**config.mk**
```make
export PLATFORM = sky130hd
export DESIGN_NAME = rll_key_loader
export DESIGN_NICKNAME = d
export VERILOG_FILES = /design/src/rtl/rll_key_pkg.sv /design/src/rtl/rll_key_shreg.sv /design/src/rtl/rll_key_loader.sv
export SDC_FILE = /design/constraint.sdc
export NUM_CORES = 1
export LEC_CHECK = 0
export ABC_CLOCK_PERIOD_IN_PS = 2810
export BUFFER_PORTS_ARGS = -buffer_cell sky130_fd_sc_hd__buf_2
export CAP_MARGIN = 40
export CORE_ASPECT_RATIO = 0.8
export CORE_UTILIZATION = 25
export DETAILED_ROUTE_END_ITERATION = 10
export PLACE_DENSITY_LB_ADDON = 0.25
export SKIP_LAST_GASP = 1
export SLEW_MARGIN = 15
export SYNTH_ARGS = -nofsm -noshare
export SYNTH_HDL_FRONTEND = slang
export SYNTH_SLANG_ARGS = --single-unit
```
**constraint.sdc**
```tcl
create_clock -name clk -period 2.81 [get_ports clk]
set_input_delay 0.281 -clock clk [delete_from_list [all_inputs] [get_ports clk]]
set_output_delay 0.281 -clock clk [all_outputs]
set_load 0.01 [all_outputs]
```
**src/rtl/rll_key_pkg.sv**
```systemverilog
// Shared types and helpers for the RLL32 key loader.
// Latency: none (types, constants and a combinational parity helper only).
// Backpressure: not applicable.
package rll_key_pkg;

   localparam int RLL_KEY_W = 32;

   typedef enum logic [2:0] {
      ST_IDLE  = 3'd0,
      ST_SHIFT = 3'd1,
      ST_CHECK = 3'd2,
      ST_DONE  = 3'd3,
      ST_ERR   = 3'd4
   } rll_key_state_t;

   // Returns 1 when key plus parity bit has odd weight, i.e. even parity is broken.
   function automatic logic rll_key_parity_bad(input logic [RLL_KEY_W-1:0] key,
                                               input logic                 par);
      return (^key) ^ par;
   endfunction

endpackage

```
**src/rtl/rll_key_shreg.sv**
```systemverilog
// Shadow key register with a bit counter; bit k is written to shadow[k].
// Latency: one cycle per accepted bit.
// Backpressure: writes are dropped once full; the caller owns flow control.
module rll_key_shreg
   import rll_key_pkg::*;
#(
   parameter int KEY_W = RLL_KEY_W,
   parameter int CNT_W = 6
) (
   input  logic             clk,
   input  logic             rst_n,
   input  logic             i_clr,
   input  logic             i_wr_en,
   input  logic             i_wr_bit,
   output logic [KEY_W-1:0] o_shadow,
   output logic [CNT_W-1:0] o_cnt,
   output logic             o_full
);

   localparam int IDX_W = (KEY_W > 1) ? $clog2(KEY_W) : 1;

   logic [KEY_W-1:0] r_shadow;
   logic [CNT_W-1:0] r_cnt;
   logic             w_full;

   assign w_full = (r_cnt == CNT_W'(KEY_W));

   always_ff @(posedge clk or negedge rst_n) begin
      if (!rst_n) begin
         r_shadow <= '0;
         r_cnt    <= '0;
      end else if (i_clr) begin
         r_shadow <= '0;
         r_cnt    <= '0;
      end else if (i_wr_en && !w_full) begin
         r_shadow[r_cnt[IDX_W-1:0]] <= i_wr_bit;
         r_cnt                      <= r_cnt + 1'b1;
      end
   end

   assign o_shadow = r_shadow;
   assign o_cnt    = r_cnt;
   assign o_full   = w_full;

endmodule

```
**src/rtl/rll_key_loader.sv**
```systemverilog
// Serial-to-parallel key loader committing a KEY_W key atomically onto keyIn_0_*; parity check under RLL_KEY_PARITY_EN.
// Latency: load_start to key_valid is KEY_W+2 cycles (KEY_W+3 with parity) with continuous valid.
// Backpressure: key_sdi_ready is a pure decode of the state register; key_sdi_valid low stalls the load.
module rll_key_loader
   import rll_key_pkg::*;
#(
   parameter int KEY_W = RLL_KEY_W,
   parameter int CNT_W = 6
) (
   input  logic             clk,
   input  logic             rst_n,
   input  logic             load_start,
   input  logic             key_clr,
   input  logic             key_sdi,
   input  logic             key_sdi_valid,
   output logic             key_sdi_ready,
   output logic [KEY_W-1:0] key_out,
   output logic             key_valid,
   output logic             busy,
   output logic             key_err
);

   rll_key_state_t   r_state;
   rll_key_state_t   w_state_nxt;
   logic [KEY_W-1:0] r_key_out;
   logic             r_key_valid;
   logic [KEY_W-1:0] w_shadow;
   logic [CNT_W-1:0] w_cnt;
   logic             w_full;
   logic             w_rdy;
   logic             w_busy;
   logic             w_accept;
   logic             w_last;
   logic             w_idle_like;
   logic             w_sh_clr;
   logic             w_commit;
   logic             w_chk_bad;

   assign w_idle_like = (r_state == ST_IDLE) || (r_state == ST_DONE) || (r_state == ST_ERR);
   assign w_accept    = w_rdy && key_sdi_valid;

   rll_key_shreg #(
      .KEY_W (KEY_W),
      .CNT_W (CNT_W)
   ) u_shreg (
      .clk      (clk),
      .rst_n    (rst_n),
      .i_clr    (w_sh_clr),
      .i_wr_en  (w_accept),
      .i_wr_bit (key_sdi),
      .o_shadow (w_shadow),
      .o_cnt    (w_cnt),
      .o_full   (w_full)
   );

`ifdef RLL_KEY_PARITY_EN
   logic r_par;
   logic r_key_err;

   // The parity bit rides one slot past the data bits, after the shadow is full.
   assign w_last    = (w_cnt == CNT_W'(KEY_W));
   assign w_chk_bad = rll_key_parity_bad(RLL_KEY_W'(w_shadow), r_par);

   always_ff @(posedge clk or negedge rst_n) begin
      if (!rst_n) begin
         r_par     <= 1'b0;
         r_key_err <= 1'b0;
      end else if (key_clr) begin
         r_par     <= 1'b0;
         r_key_err <= 1'b0;
      end else begin
         if (w_accept && w_full)
            r_par <= key_sdi;
         if (w_idle_like && load_start)
            r_key_err <= 1'b0;
         else if (r_state == ST_CHECK && w_chk_bad)
            r_key_err <= 1'b1;
      end
   end

   assign key_err = r_key_err;
`else
   assign w_last    = (w_cnt == CNT_W'(KEY_W - 1));
   assign w_chk_bad = 1'b0;
   assign key_err   = 1'b0;
`endif

   always_ff @(posedge clk or negedge rst_n) begin
      if (!rst_n)
         r_state <= ST_IDLE;
      else
         r_state <= w_state_nxt;
   end

   always_comb begin
      w_state_nxt = r_state;
      if (key_clr) begin
         w_state_nxt = ST_IDLE;
      end else begin
         case (r_state)
            ST_IDLE, ST_DONE, ST_ERR: if (load_start) w_state_nxt = ST_SHIFT;
            ST_SHIFT: begin
               if (w_accept && w_last)
                  w_state_nxt = ST_CHECK;
`ifndef RLL_KEY_PARITY_EN
               else if (w_full)
                  w_state_nxt = ST_CHECK;
`endif
            end
            ST_CHECK: w_state_nxt = w_chk_bad ? ST_ERR : ST_DONE;
            default:  w_state_nxt = ST_IDLE;
         endcase
      end
   end

   always_comb begin
      w_rdy    = (r_state == ST_SHIFT);
      w_busy   = (r_state == ST_SHIFT) || (r_state == ST_CHECK);
      w_sh_clr = key_clr || (w_idle_like && load_start);
      w_commit = (r_state == ST_CHECK) && !w_chk_bad && !key_clr;
   end

   // key_out only moves on a passing CHECK, key_clr or reset, never mid-shift.
   always_ff @(posedge clk or negedge rst_n) begin
      if (!rst_n) begin
         r_key_out   <= '0;
         r_key_valid <= 1'b0;
      end else if (key_clr) begin
         r_key_out   <= '0;
         r_key_valid <= 1'b0;
      end else if (w_commit) begin
         r_key_out   <= w_shadow;
         r_key_valid <= 1'b1;
      end
   end

   assign key_sdi_ready = w_rdy;
   assign busy          = w_busy;
   assign key_out       = r_key_out;
   assign key_valid     = r_key_valid;

endmodule

```
==> results_dict.tcl <==
set metrics [dict create \
    row_count 37 \
    synth_fa_ha_area_share_pct 2.57 \
    cpMaxStageDelayCell "dfrtp_1" \
    clkTransAtPathRegs_ps 60 \
    yosys_register_bits 73 \
    crit_path_end_kind "flop" \
    fin_tns_setup_ps 0 \
    clockRootBuffer "clkbuf_16" \
    ios 42 \
    fin_crit_sh_pct 73.9 \
    cts_max_level 3 \
    slew_headroom_pct 50.0 \
    ys_warn_count 0 \
    postCtsSetupBuffers 0 \
    max_stage_delay_ps 380 \
    setup_slack_ps 733 \
    grt_use_total_pct 12.2 \
    synthTopCellsByArea "dfrtp_1 54%, mux2i_1 12%, nor2_1 6.7%, a21oi_1 3.1%, o21ai_0 2.6%" \
    vias_per_cell 4.49 \
    wl_per_cell_um 14.5 \
    finalPower_mw 2.97 \
    ir_worst_vdd_mv 0.295 \
    num_antenna_cells 0 \
    cts.sinks 73 \
    hp-class "in2async" \
    setup_violations 0 \
    violations "negative hold slack" \
    outcome "complete, but fails checks" \
    antenna_found_initial 1 \
    ys.flop_type "dfrtp_1" \
    clk_path_buf_depth 2 \
    rsz0062_at_grt "false" \
    worstPathCellList "inv_1, ha_1, nand4_1, o31ai_2, o22ai_1, mux2_1" \
    avgSynthCellArea_um2 10.1 \
    synth_cell_types 38 \
    path_class "reg2reg" \
    skew_ps 5.51 \
    path_max_fanout 11 \
    worst_pin_slew_ps 750 \
    ys_async_sr_fraction_pct 100 \
    dp_slack_ps 732 \
    via_count 2445 \
    cts_hold_buf 0 \
    crit_buf_inv 1 \
    gp_congestion 0.797 \
    drive_gt1_share_pct 17.8 \
    p_leak_nw 1.84 \
    syn_nets 352 \
    die_y_um 107 \
    synthMuxAreaShare_pct 12.4 \
    synth_top_family_by_area "simple AND/OR/NAND/NOR gates" \
    drv_cap 0 \
    final-hold-violation-count 25 \
    dr.pass1.iters 5 \
    portBuffers 40 \
    dieArea_mm2 0.0141 \
    grt_overflow_total 0 \
    synth_compound_area_share_pct 9.79 \
    synth-edff-count 0 \
    fmaxAchievable_ghz 0.481 \
    yosys.area.top_type "dfrtp_1" \
    syn_to_final_growth_pct 20.3 \
    drtIter0Drc 132 \
    power_density_mw_per_mm2 724 \
    seq_area_frac_synth_pct 53.5 \
    cts_resized 0 \
    finalWirelength_um 7900 \
    required_ps 3020 \
    synthCells 339 \
    start_util_pct 26.1 \
    synth_area_mm2 0.00341 \
    grt_pass1_vias 2557 \
    cp_top_family "compound AO/OA/AOI/OAI gates" \
    drv_slew 0 \
    worstSkewPairLatency_ps 330 \
    grt_max_degree 74 \
    fp.dieW_um 133 \
    period_needed_ps 2080 \
    synth-xor-area-share_pct 1.28 \
    crit_path_start_kind "flop" \
    cts_made_buffers 9 \
    drc_errors 0 \
    core_mm2 0.0131 \
    worst_ep_arrival_time_ps 2290 \
    hold_slack_ps -16.7 \
    nNetsFinal 379 \
    synth_top_area_share_pct 53.5 \
    place_hpwl_um 5510 \
    synthSimpleGateAreaFrac_pct 15.9 \
    ant_nets 0 \
    cts_tree "yes" \
    grt_pass1_wl_um 13400 \
]
[cell usage in the layout (no fill, tap or decap), types with 2 or more instances in the layout]
cell / instances
buf_2: 40
nand4_1: 6
clkbuf_16: 9
nand2_1: 22
mux2i_1: 41
bufinv_16: 3
xnor2_1: 2
nor3_1: 6
a21oi_1: 21
o211ai_1: 5
or2_2: 3
o21ai_0: 18
nand3_1: 15
dfrtp_1: 73
ha_1: 6
xor2_1: 3
o31ai_1: 5
nor2_1: 61
and3_1: 3
inv_1: 6
buf_12: 3
[state kept, by name, indices dropped and copies added, names as in the netlist]
| register | cells |
|---|---|
| r_state | 2 |
| key_valid | 1 |
| u_shreg.o_shadow | 32 |
| u_shreg.o_cnt | 6 |
| key_out | 32 |
[power by group]
part           internal (mW)  total (mW)  switching [mW]
Sequential              1.07        1.09          0.0160
Clock                  0.886        1.32           0.430
Combinational          0.216       0.566           0.350
Total                   2.18        2.97           0.796
[Yosys cell counts (4+ instances only)]
cell,number
mux2i_1,41
a21oi_1,21
buf_2,5
nor3_1,6
o31ai_1,5
o211ai_1,5
nor2_1,61
ha_1,7
nand3_1,15
nand2_1,22
clkbuf_1,13
dfrtp_1,73
o21ai_0,18
nand4_1,6
inv_1,6
buf_4,4
[metrics by stage]
step	cells	util [%]	area, um2
after floorplan	339	-	3410
after CTS	545	31.3	4110
after global routing	545	31.3	4110
after detailed placement	530	28.7	3760
after global placement	530	28.7	3760
final	545	31.3	4110
[path summary, 6_finish.rpt]
kind / start / endpoint / slack (ps) / depth (start not counted)
setup / recovery: r_state[1] / r_state[0] / 730 / 6
hold / removal: rst_n / key_out[4] / -20 / 2
setup reg to reg: r_state[1] / r_state[0] / 730 / 6
hold reg to reg: key_valid / key_valid / 510 / 2
max in group asynchronous: rst_n / u_shreg.o_shadow[1] / 2500 / 2
min in group clk: load_start / r_state[1] / 320 / 3
[worst reg2reg max path, delay by kind of cell (launching register included)]
family	cells	cell delay [ps]
multiplexers	1	320
flip-flops	1	380
adder cells (fa/ha/maj)	1	360
AND/OR/NAND/NOR	1	310
buffers and inverters	1	100
AO/OA/AOI/OAI	2	500
[logic make-up after synthesis]
family	after synthesis
flops	73
other cells	1
xor+xnor	5
simple gates	123
mux	42
buf+inv	33
fa+ha+maj	7
compound gates	55
[metal layers]
metal	track usage, %	share of wire (%)	vias to the layer above
met4	3.69	0.44	2
met5	0	0.16	-
met1	16.3	49	1193
li1	-	-	1207
met3	4.01	5.0	6
met2	18.6	45	37
[cell type report]
type / count / area [um2]
clock buffers: 10 / 239
clock inverters: 5 / 104
fillers: 1327 / 8990
inverters: 6 / 22.5
multi-input cells: 233 / 1440
flip-flops and latches: 73 / 1830
well taps: 175 / 219
repair buffers: 43 / 260
(Power assumes the default switching activity.)
